$ cat config.mk
export PLATFORM = sky130hd
export DESIGN_NAME = main_control_flat
export DESIGN_NICKNAME = d
export VERILOG_FILES = /design/src/rtl/main_control_if.sv /design/src/rtl/main_control.sv /design/src/flat_wrapper.sv
export SDC_FILE = /design/constraint.sdc
export NUM_CORES = 1
export LEC_CHECK = 0
export ABC_CLOCK_PERIOD_IN_PS = 4200
export CAP_MARGIN = 20
export CORE_MARGIN = 4
export CORE_UTILIZATION = 44
export DETAILED_ROUTE_END_ITERATION = 10
export PLACE_DENSITY = 0.95
export SETUP_SLACK_MARGIN = 0.02
export SLEW_MARGIN = 0
export SYNTH_ARGS = -nofsm -noshare
export SYNTH_HDL_FRONTEND = slang
export SYNTH_SLANG_ARGS = --single-unit
$ cat constraint.sdc
create_clock -name clk -period 4.2 [get_ports clk]
set_input_delay 0.84 -clock clk [delete_from_list [all_inputs] [get_ports clk]]
set_output_delay 0.84 -clock clk [all_outputs]
set_load 0.01 [all_outputs]
$ cat src/rtl/main_control_if.sv
// Control/datapath bundle for the multicycle main controller.
// master = controller side, slave = datapath side.
interface main_control_if;
  logic [5:0] ir_31_to_26;
  logic [5:0] ir_5_to_0;
  logic       branch_taken;
  logic       pc_write;
  logic       i_or_d;
  logic       mem_read;
  logic       mem_write;
  logic       ir_write;
  logic       mem_to_reg;
  logic       reg_write;
  logic       reg_dst;
  logic       jump_and_link;
  logic       is_signed;
  logic       alu_src_a;
  logic [1:0] alu_src_b;
  logic [5:0] alu_op;
  logic [1:0] pc_source;
  logic       halted;

  modport master (
    input  ir_31_to_26, ir_5_to_0, branch_taken,
    output pc_write, i_or_d, mem_read, mem_write, ir_write, mem_to_reg, reg_write, reg_dst,
           jump_and_link, is_signed, alu_src_a, alu_src_b, alu_op, pc_source, halted
  );

  modport slave (
    output ir_31_to_26, ir_5_to_0, branch_taken,
    input  pc_write, i_or_d, mem_read, mem_write, ir_write, mem_to_reg, reg_write, reg_dst,
           jump_and_link, is_signed, alu_src_a, alu_src_b, alu_op, pc_source, halted
  );
endinterface

$ cat src/rtl/main_control.sv
// Multicycle MIPS-style main controller: Moore FSM, with pc_write in BRANCH as the
// only input-dependent output. All outputs are held at zero while rst is high.
module main_control (
  input logic            clk,
  input logic            rst,
  main_control_if.master ctrl
);

  typedef enum logic [3:0] {
    StFetch, StDecode, StExecR, StRWb, StExecI, StIWb, StMemAddr, StMemRd,
    StMemWb, StMemWr, StBranch, StJump, StJr, StJal, StHalt
  } state_e;

  typedef struct packed {
    logic       pc_write;
    logic       i_or_d;
    logic       mem_read;
    logic       mem_write;
    logic       ir_write;
    logic       mem_to_reg;
    logic       reg_write;
    logic       reg_dst;
    logic       jump_and_link;
    logic       is_signed;
    logic       alu_src_a;
    logic [1:0] alu_src_b;
    logic [5:0] alu_op;
    logic [1:0] pc_source;
    logic       halted;
  } ctrl_t;

  state_e     state_q, state_d;
  ctrl_t      out_c, out_g;
  logic [5:0] op, funct;
  logic       op_exec_i, op_zero_ext;

  assign op          = ctrl.ir_31_to_26;
  assign funct       = ctrl.ir_5_to_0;
  assign op_exec_i   = op inside {6'h09, 6'h10, [6'h0A:6'h0E]};
  assign op_zero_ext = op inside {[6'h0C:6'h0E]};

  always_ff @(posedge clk) begin
    if (rst) state_q <= StFetch;
    else     state_q <= state_d;
  end

  always_comb begin
    state_d = state_q;
    out_c   = '0;
    case (state_q)
      StFetch: begin
        out_c.mem_read  = 1'b1;
        out_c.ir_write  = 1'b1;
        out_c.alu_src_b = 2'b01;
        out_c.alu_op    = 6'h09;
        out_c.pc_write  = 1'b1;
        state_d         = StDecode;
      end
      StDecode: begin
        // Precompute PC + (imm << 2) so BRANCH can take it from ALU_OUT.
        out_c.alu_src_b = 2'b11;
        out_c.is_signed = 1'b1;
        out_c.alu_op    = 6'h09;
        if (op == 6'h00)                    state_d = (funct == 6'h08) ? StJr : StExecR;
        else if (op == 6'h23 || op == 6'h2B) state_d = StMemAddr;
        else if (op == 6'h04 || op == 6'h05) state_d = StBranch;
        else if (op == 6'h02)               state_d = StJump;
        else if (op == 6'h03)               state_d = StJal;
        else if (op_exec_i)                 state_d = StExecI;
        else if (op == 6'h3F)               state_d = StHalt;
        else                                state_d = StFetch;
      end
      StExecR: begin
        out_c.alu_src_a = 1'b1;
        state_d         = StRWb;
      end
      StRWb: begin
        out_c.reg_dst   = 1'b1;
        out_c.reg_write = !(funct == 6'h18 || funct == 6'h19);
        state_d         = StFetch;
      end
      StExecI, StIWb: begin
        out_c.alu_op    = op;
        out_c.is_signed = !op_zero_ext;
        if (state_q == StExecI) begin
          out_c.alu_src_a = 1'b1;
          out_c.alu_src_b = 2'b10;
          state_d         = StIWb;
        end else begin
          out_c.reg_write = 1'b1;
          state_d         = StFetch;
        end
      end
      StMemAddr: begin
        out_c.alu_src_a = 1'b1;
        out_c.alu_src_b = 2'b10;
        out_c.is_signed = 1'b1;
        out_c.alu_op    = 6'h09;
        state_d         = (op == 6'h2B) ? StMemWr : StMemRd;
      end
      StMemRd: begin
        out_c.mem_read = 1'b1;
        out_c.i_or_d   = 1'b1;
        state_d        = StMemWb;
      end
      StMemWb: begin
        out_c.reg_write  = 1'b1;
        out_c.mem_to_reg = 1'b1;
        state_d          = StFetch;
      end
      StMemWr: begin
        out_c.mem_write = 1'b1;
        out_c.i_or_d    = 1'b1;
        state_d         = StFetch;
      end
      StBranch: begin
        out_c.alu_src_a = 1'b1;
        out_c.alu_op    = op;
        out_c.pc_source = 2'b01;
        out_c.pc_write  = ctrl.branch_taken;
        state_d         = StFetch;
      end
      StJump: begin
        out_c.pc_source = 2'b10;
        out_c.pc_write  = 1'b1;
        state_d         = StFetch;
      end
      StJr: begin
        out_c.pc_source = 2'b11;
        out_c.pc_write  = 1'b1;
        state_d         = StFetch;
      end
      StJal: begin
        out_c.pc_source     = 2'b10;
        out_c.pc_write      = 1'b1;
        out_c.jump_and_link = 1'b1;
        out_c.reg_write     = 1'b1;
        state_d             = StFetch;
      end
      StHalt: begin
        out_c.halted = 1'b1;
        state_d      = StHalt;
      end
      default: state_d = StFetch;
    endcase
  end

  // Gating on rst suppresses any strobe in the cycle an instruction is abandoned.
  assign out_g = rst ? '0 : out_c;

  assign ctrl.pc_write      = out_g.pc_write;
  assign ctrl.i_or_d        = out_g.i_or_d;
  assign ctrl.mem_read      = out_g.mem_read;
  assign ctrl.mem_write     = out_g.mem_write;
  assign ctrl.ir_write      = out_g.ir_write;
  assign ctrl.mem_to_reg    = out_g.mem_to_reg;
  assign ctrl.reg_write     = out_g.reg_write;
  assign ctrl.reg_dst       = out_g.reg_dst;
  assign ctrl.jump_and_link = out_g.jump_and_link;
  assign ctrl.is_signed     = out_g.is_signed;
  assign ctrl.alu_src_a     = out_g.alu_src_a;
  assign ctrl.alu_src_b     = out_g.alu_src_b;
  assign ctrl.alu_op        = out_g.alu_op;
  assign ctrl.pc_source     = out_g.pc_source;
  assign ctrl.halted        = out_g.halted;

endmodule
$ cat src/flat_wrapper.sv
// flat-port wrapper written by rule: the top's interface ports become plain ports
module main_control_flat 
  (clk, rst, ctrl_ir_31_to_26, ctrl_ir_5_to_0, ctrl_branch_taken, ctrl_pc_write, ctrl_i_or_d, ctrl_mem_read, ctrl_mem_write, ctrl_ir_write, ctrl_mem_to_reg, ctrl_reg_write, ctrl_reg_dst, ctrl_jump_and_link, ctrl_is_signed, ctrl_alu_src_a, ctrl_alu_src_b, ctrl_alu_op, ctrl_pc_source, ctrl_halted);
  main_control_if ctrl_i ();
  input logic clk;
  input logic rst;
  input wire logic [$bits(ctrl_i.ir_31_to_26)-1:0] ctrl_ir_31_to_26;
  input wire logic [$bits(ctrl_i.ir_5_to_0)-1:0] ctrl_ir_5_to_0;
  input wire logic [$bits(ctrl_i.branch_taken)-1:0] ctrl_branch_taken;
  output wire logic [$bits(ctrl_i.pc_write)-1:0] ctrl_pc_write;
  output wire logic [$bits(ctrl_i.i_or_d)-1:0] ctrl_i_or_d;
  output wire logic [$bits(ctrl_i.mem_read)-1:0] ctrl_mem_read;
  output wire logic [$bits(ctrl_i.mem_write)-1:0] ctrl_mem_write;
  output wire logic [$bits(ctrl_i.ir_write)-1:0] ctrl_ir_write;
  output wire logic [$bits(ctrl_i.mem_to_reg)-1:0] ctrl_mem_to_reg;
  output wire logic [$bits(ctrl_i.reg_write)-1:0] ctrl_reg_write;
  output wire logic [$bits(ctrl_i.reg_dst)-1:0] ctrl_reg_dst;
  output wire logic [$bits(ctrl_i.jump_and_link)-1:0] ctrl_jump_and_link;
  output wire logic [$bits(ctrl_i.is_signed)-1:0] ctrl_is_signed;
  output wire logic [$bits(ctrl_i.alu_src_a)-1:0] ctrl_alu_src_a;
  output wire logic [$bits(ctrl_i.alu_src_b)-1:0] ctrl_alu_src_b;
  output wire logic [$bits(ctrl_i.alu_op)-1:0] ctrl_alu_op;
  output wire logic [$bits(ctrl_i.pc_source)-1:0] ctrl_pc_source;
  output wire logic [$bits(ctrl_i.halted)-1:0] ctrl_halted;
  assign ctrl_i.ir_31_to_26 = ctrl_ir_31_to_26;
  assign ctrl_i.ir_5_to_0 = ctrl_ir_5_to_0;
  assign ctrl_i.branch_taken = ctrl_branch_taken;
  assign ctrl_pc_write = ctrl_i.pc_write;
  assign ctrl_i_or_d = ctrl_i.i_or_d;
  assign ctrl_mem_read = ctrl_i.mem_read;
  assign ctrl_mem_write = ctrl_i.mem_write;
  assign ctrl_ir_write = ctrl_i.ir_write;
  assign ctrl_mem_to_reg = ctrl_i.mem_to_reg;
  assign ctrl_reg_write = ctrl_i.reg_write;
  assign ctrl_reg_dst = ctrl_i.reg_dst;
  assign ctrl_jump_and_link = ctrl_i.jump_and_link;
  assign ctrl_is_signed = ctrl_i.is_signed;
  assign ctrl_alu_src_a = ctrl_i.alu_src_a;
  assign ctrl_alu_src_b = ctrl_i.alu_src_b;
  assign ctrl_alu_op = ctrl_i.alu_op;
  assign ctrl_pc_source = ctrl_i.pc_source;
  assign ctrl_halted = ctrl_i.halted;
  main_control u_core (.clk(clk), .rst(rst), .ctrl(ctrl_i));
endmodule
Word level (Yosys, flattened, before mapping)
Index checks and enable logic that the tools add are counted.

word-level totals
  register bits after elaboration = 4
  input port bits = 15
  output and inout port bits = 22
  logic and storage cells = 79

cells by class
  magnitude comparators = 3
  equal/unequal tests = 26
  muxes and demuxes = 29
  reduce and logical (&&, ||, !) cells = 20

operators with widths
  kind                count
  $mux 4              9
  $eq 4x4->1 const B  7
  $pmux 4 s7          1
  $mux 22             1
  $eq 6x5->1 const B  3
  $eq 6x6->1 const B  3
  $eq 4x3->1 const B  4
  $eq 6x2->1 const B  2
  $eq 6x3->1 const B  2
  $eq 6x4->1 const B  2
  $ge 6x4->1 const B  2
  $pmux 6 s2          1
  $reduce_or 2->1     6
  $mux 1              9
  $reduce_or 3->1     3
  $eq 4x2->1 const B  2
  $pmux 2 s4          1
  $le 6x4->1 const B  1
  $logic_not 6->1     1
  $mux 3              2
  $pmux 1 s2          3
  $pmux 2 s3          1
  $eq 4x1->1 const B  1
  $logic_not 4->1     1
  6 further kinds     10

Longest topological paths before layout
  word-level depth = 10
  mapped depth = 6
  depth with buffers taken out = 5

Worst setup path before layout
OpenSTA, ideal clock, no wires.

  kind = input to output
  from = in ctrl_ir_31_to_26[1]
  to = out ctrl_is_signed
  arrival time = 1.711 ns
  data required time = 3.360 ns
  setup slack = 1.649 ns
  stages on the path = 5
  buffers on the path = 1
  cell sequence = clkbuf_1 -> nand2_1 -> nand3_1 -> nor4_1 -> nor4_1

between the ends
  cells in the longest elaborated chain, start to end = 5
  elaborated cells between the ends (all ways) = 6
  classes of those cells = order compare (2); mux (2); reduce/logical (2)

ends and longest elaborated chain
  element                                   RTL line             text
  start, declared                           flat_wrapper.sv:7    input wire logic [$bits(ctrl_i.ir_31_to_26)-1:0] ctrl_ir_31_to_26;
  $ge 6x4->1 or $le 6x4->1 (tied branches)  main_control.sv:40   assign op_zero_ext = op inside {[6'h0C:6'h0E]};
  $logic_and 1x1->1 *                       main_control.sv:40
  $logic_not 1->1 *                         main_control.sv:84   out_c.is_signed = !op_zero_ext;
  $pmux 1 s2 *                              main_control.sv:50   case (state_q)
  $mux 22 *                                 main_control.sv:149  assign out_g = rst ? '0 : out_c;
  end, declared                             flat_wrapper.sv:19   output wire logic [$bits(ctrl_i.is_signed)-1:0] ctrl_is_signed;

Every way passes the cells marked *; elsewhere a longest branch is shown, timed or not.

Worst setup path in the final report
  from = in rst
  to = out ctrl_ir_write

between the ends
  cells in the longest elaborated chain, start to end = 1

ends and longest elaborated chain
  element          RTL line             text
  start, declared  flat_wrapper.sv:6    input logic rst;
  $mux 22          main_control.sv:149
  end, declared    flat_wrapper.sv:14   output wire logic [$bits(ctrl_i.ir_write)-1:0] ctrl_ir_write;

No other way between the ends.

==> results_dict.tcl <==
set metrics [dict create \
    fin_area_um2 1150 \
    gp_congestion 0.838 \
    ys_ff_latch 4 \
    power_density_nw_per_um2 148 \
    required_ns 3.36 \
    overflow 0 \
    largest_register_ffs 4 \
    die_y_um 50.7 \
    relSlewSlack 0.446 \
    hp-class "reg2reg" \
    synth_area_um2 802 \
    syn_to_final_growth_pct 43.1 \
    synth_area_per_cell_um2 6.03 \
    arrival_ns 2.73 \
    clockBufferDepth 2 \
    wl_um 2400 \
    insertedDiodeCount 0 \
    largest_register "u_core.state_q" \
    dp_cells 178 \
    clkTransAtPathRegs_ns 0.04 \
    cts-htree-levels 1 \
    worstSetupPathType "in2out" \
    dp_hpwl_um 1830 \
    synthSimpleGateAreaFrac 0.463 \
    drtAntennaViolNets 0 \
    setup_tns_ns 0 \
    synth_area_leaders "dfxtp_1, a21oi_1, nor2_1" \
    core.rowCount 15 \
    synth-compound-area-share 0.329 \
    fmax_ghz 0.280 \
    yosysMostFrequentCell "nor2_1" \
    maxCapViolCount 0 \
    synthMuxAreaShare 0.0125 \
    synth_top_area_frac 0.0998 \
    portBuffers 36 \
    clock_latency_ns 0.24 \
    worstSetupEndpointType "primary output" \
    fin_crit_sh 0.850 \
    hold_viol 0 \
    cts_root_buf "clkbuf_4" \
    cts_setup_buffers 0 \
    post-route-util 0.664 \
    worstMarginPinSlew_ns 0.830 \
    drive_above_1_share 0.0641 \
    synthArstFlopShare 0 \
    finalCriticalPeriod_ns 3.57 \
    reg_top3 "u_core.state_q: 4 flops" \
    max-vdd-ir-drop_uv 163 \
    synth_top_flop_cell "dfxtp_1" \
    cts_tree "yes" \
    vias 1046 \
    wl_per_cell_um 13.3 \
    drcViolationCount 0 \
    p_total_uw 170 \
    initial_core_util 0.464 \
    syn_inst 133 \
    place_area_um2 1120 \
    setup_viol 0 \
    pre_cts_ws_ns 0.648 \
    whs_ns 0.804 \
    grt_pass1_vias 955 \
    cts_sinks 4 \
    skew_ns 0.00593 \
    track_usage 0.185 \
    netlist.top_cell.by_area "dfxtp_1" \
    yosysSeqAreaShare 0.0998 \
    synth-xor-area-share 0 \
    synth_enable_flop_cells 0 \
    timing.final.ws_setup_ns 0.630 \
    yosys.area_share.adder 0 \
    p_leak_nw 0.358 \
    core_um2 1730 \
    drtIter0Drc 24 \
    grt_max_degree 27 \
    slew_viol_final 0 \
    status "completed" \
    nets 173 \
    synth_top_family_by_area "simple AND/OR/NAND/NOR gates" \
    firstDrtPassIters 4 \
    worstSetupStartpointType "primary input" \
    antenna_found_initial 0 \
    routed_via_density 5.78 \
    finalNonFillerCells 181 \
    die_x_um 50.7 \
    io_pins 37 \
    syn_nets 148 \
    grt_pass1_wl_um 3890 \
    postCtsHoldBufs 0 \
    grt_setup_unrepaired "false" \
    yosysUniqueCellTypes 41 \
    cp_max_fo 20 \
    post_cts_resized 0 \
    ys_top_cells_by_count "nor2_1, nand2_1, a21oi_1, clkbuf_1, nor4_1" \
    die-area_um2 2570 \
    yosysWarnings 0 \
    cts_buffers 3 \
]
==> final timing paths <==
path / startpoint / end / slack [ns] / cells after the start
max: rst / ctrl_ir_write / 0.63 / 4
min reg2reg: u_core.state_q[1] / u_core.state_q[2] / 0.80 / 3
max reg2reg: u_core.state_q[3] / u_core.state_q[1] / 2.25 / 5
min: u_core.state_q[1] / u_core.state_q[2] / 0.80 / 3
==> cells by family (layout without fill, tap and decap cells) <==
family                 count (synthesis)  in the layout
buffers and inverters                 18             41
AOI/OAI and AO/OA                     38             38
and+or+nand+nor                       72             72
DFF                                    4              4
muxes                                  1              1
==> report_power, final <==
| part | switching, mW | internal, mW | total, mW |
|---|---|---|---|
| Clock | 0.0157 | 0.0319 | 0.0476 |
| Sequential | 0.00794 | 0.0398 | 0.0477 |
| Combinational | 0.0346 | 0.0403 | 0.0748 |
| Total | 0.0582 | 0.112 | 0.170 |
==> layer usage <==
layer  up-vias  track usage  routed length, um
li1        529            -                  -
met1       478        0.210               1050
met2        37        0.343               1180
met3         2       0.0564                151
met4         0       0.0224                 16
met5         -            0                  0
==> worst max-delay path, stage by stage <==
cell	delay, ns
clkdlybuf4s50_1	0.74
nor4_1	0.44
nor2b_1	0.17
clkdlybuf4s50_1	0.54
==> final cells by class <==
class / instances / area [um^2]
Clock buffer: 3 / 22.5
Sequential cell: 4 / 80.1
Timing Repair Buffer: 36 / 360
Fill cell: 167 / 579
Inverter: 2 / 7.51
Tap cell: 25 / 31.3
Multi-Input combinational cell: 111 / 646
==> cells in the final DEF, fill, tap and decap left out, types with 2 or more instances in the layout <==
master,instances
nor2b_1,2
or3_1,3
nor3_1,4
nor2_1,17
clkbuf_4,3
o21ai_0,6
dfxtp_1,4
nand2b_1,6
nand3_1,4
or2_2,2
a211oi_1,4
clkdlybuf4s50_1,36
and2_1,3
nand2_1,16
inv_1,2
nor4_1,8
o22a_1,2
a21oi_1,13
Power figures use the tool's default switching activity.
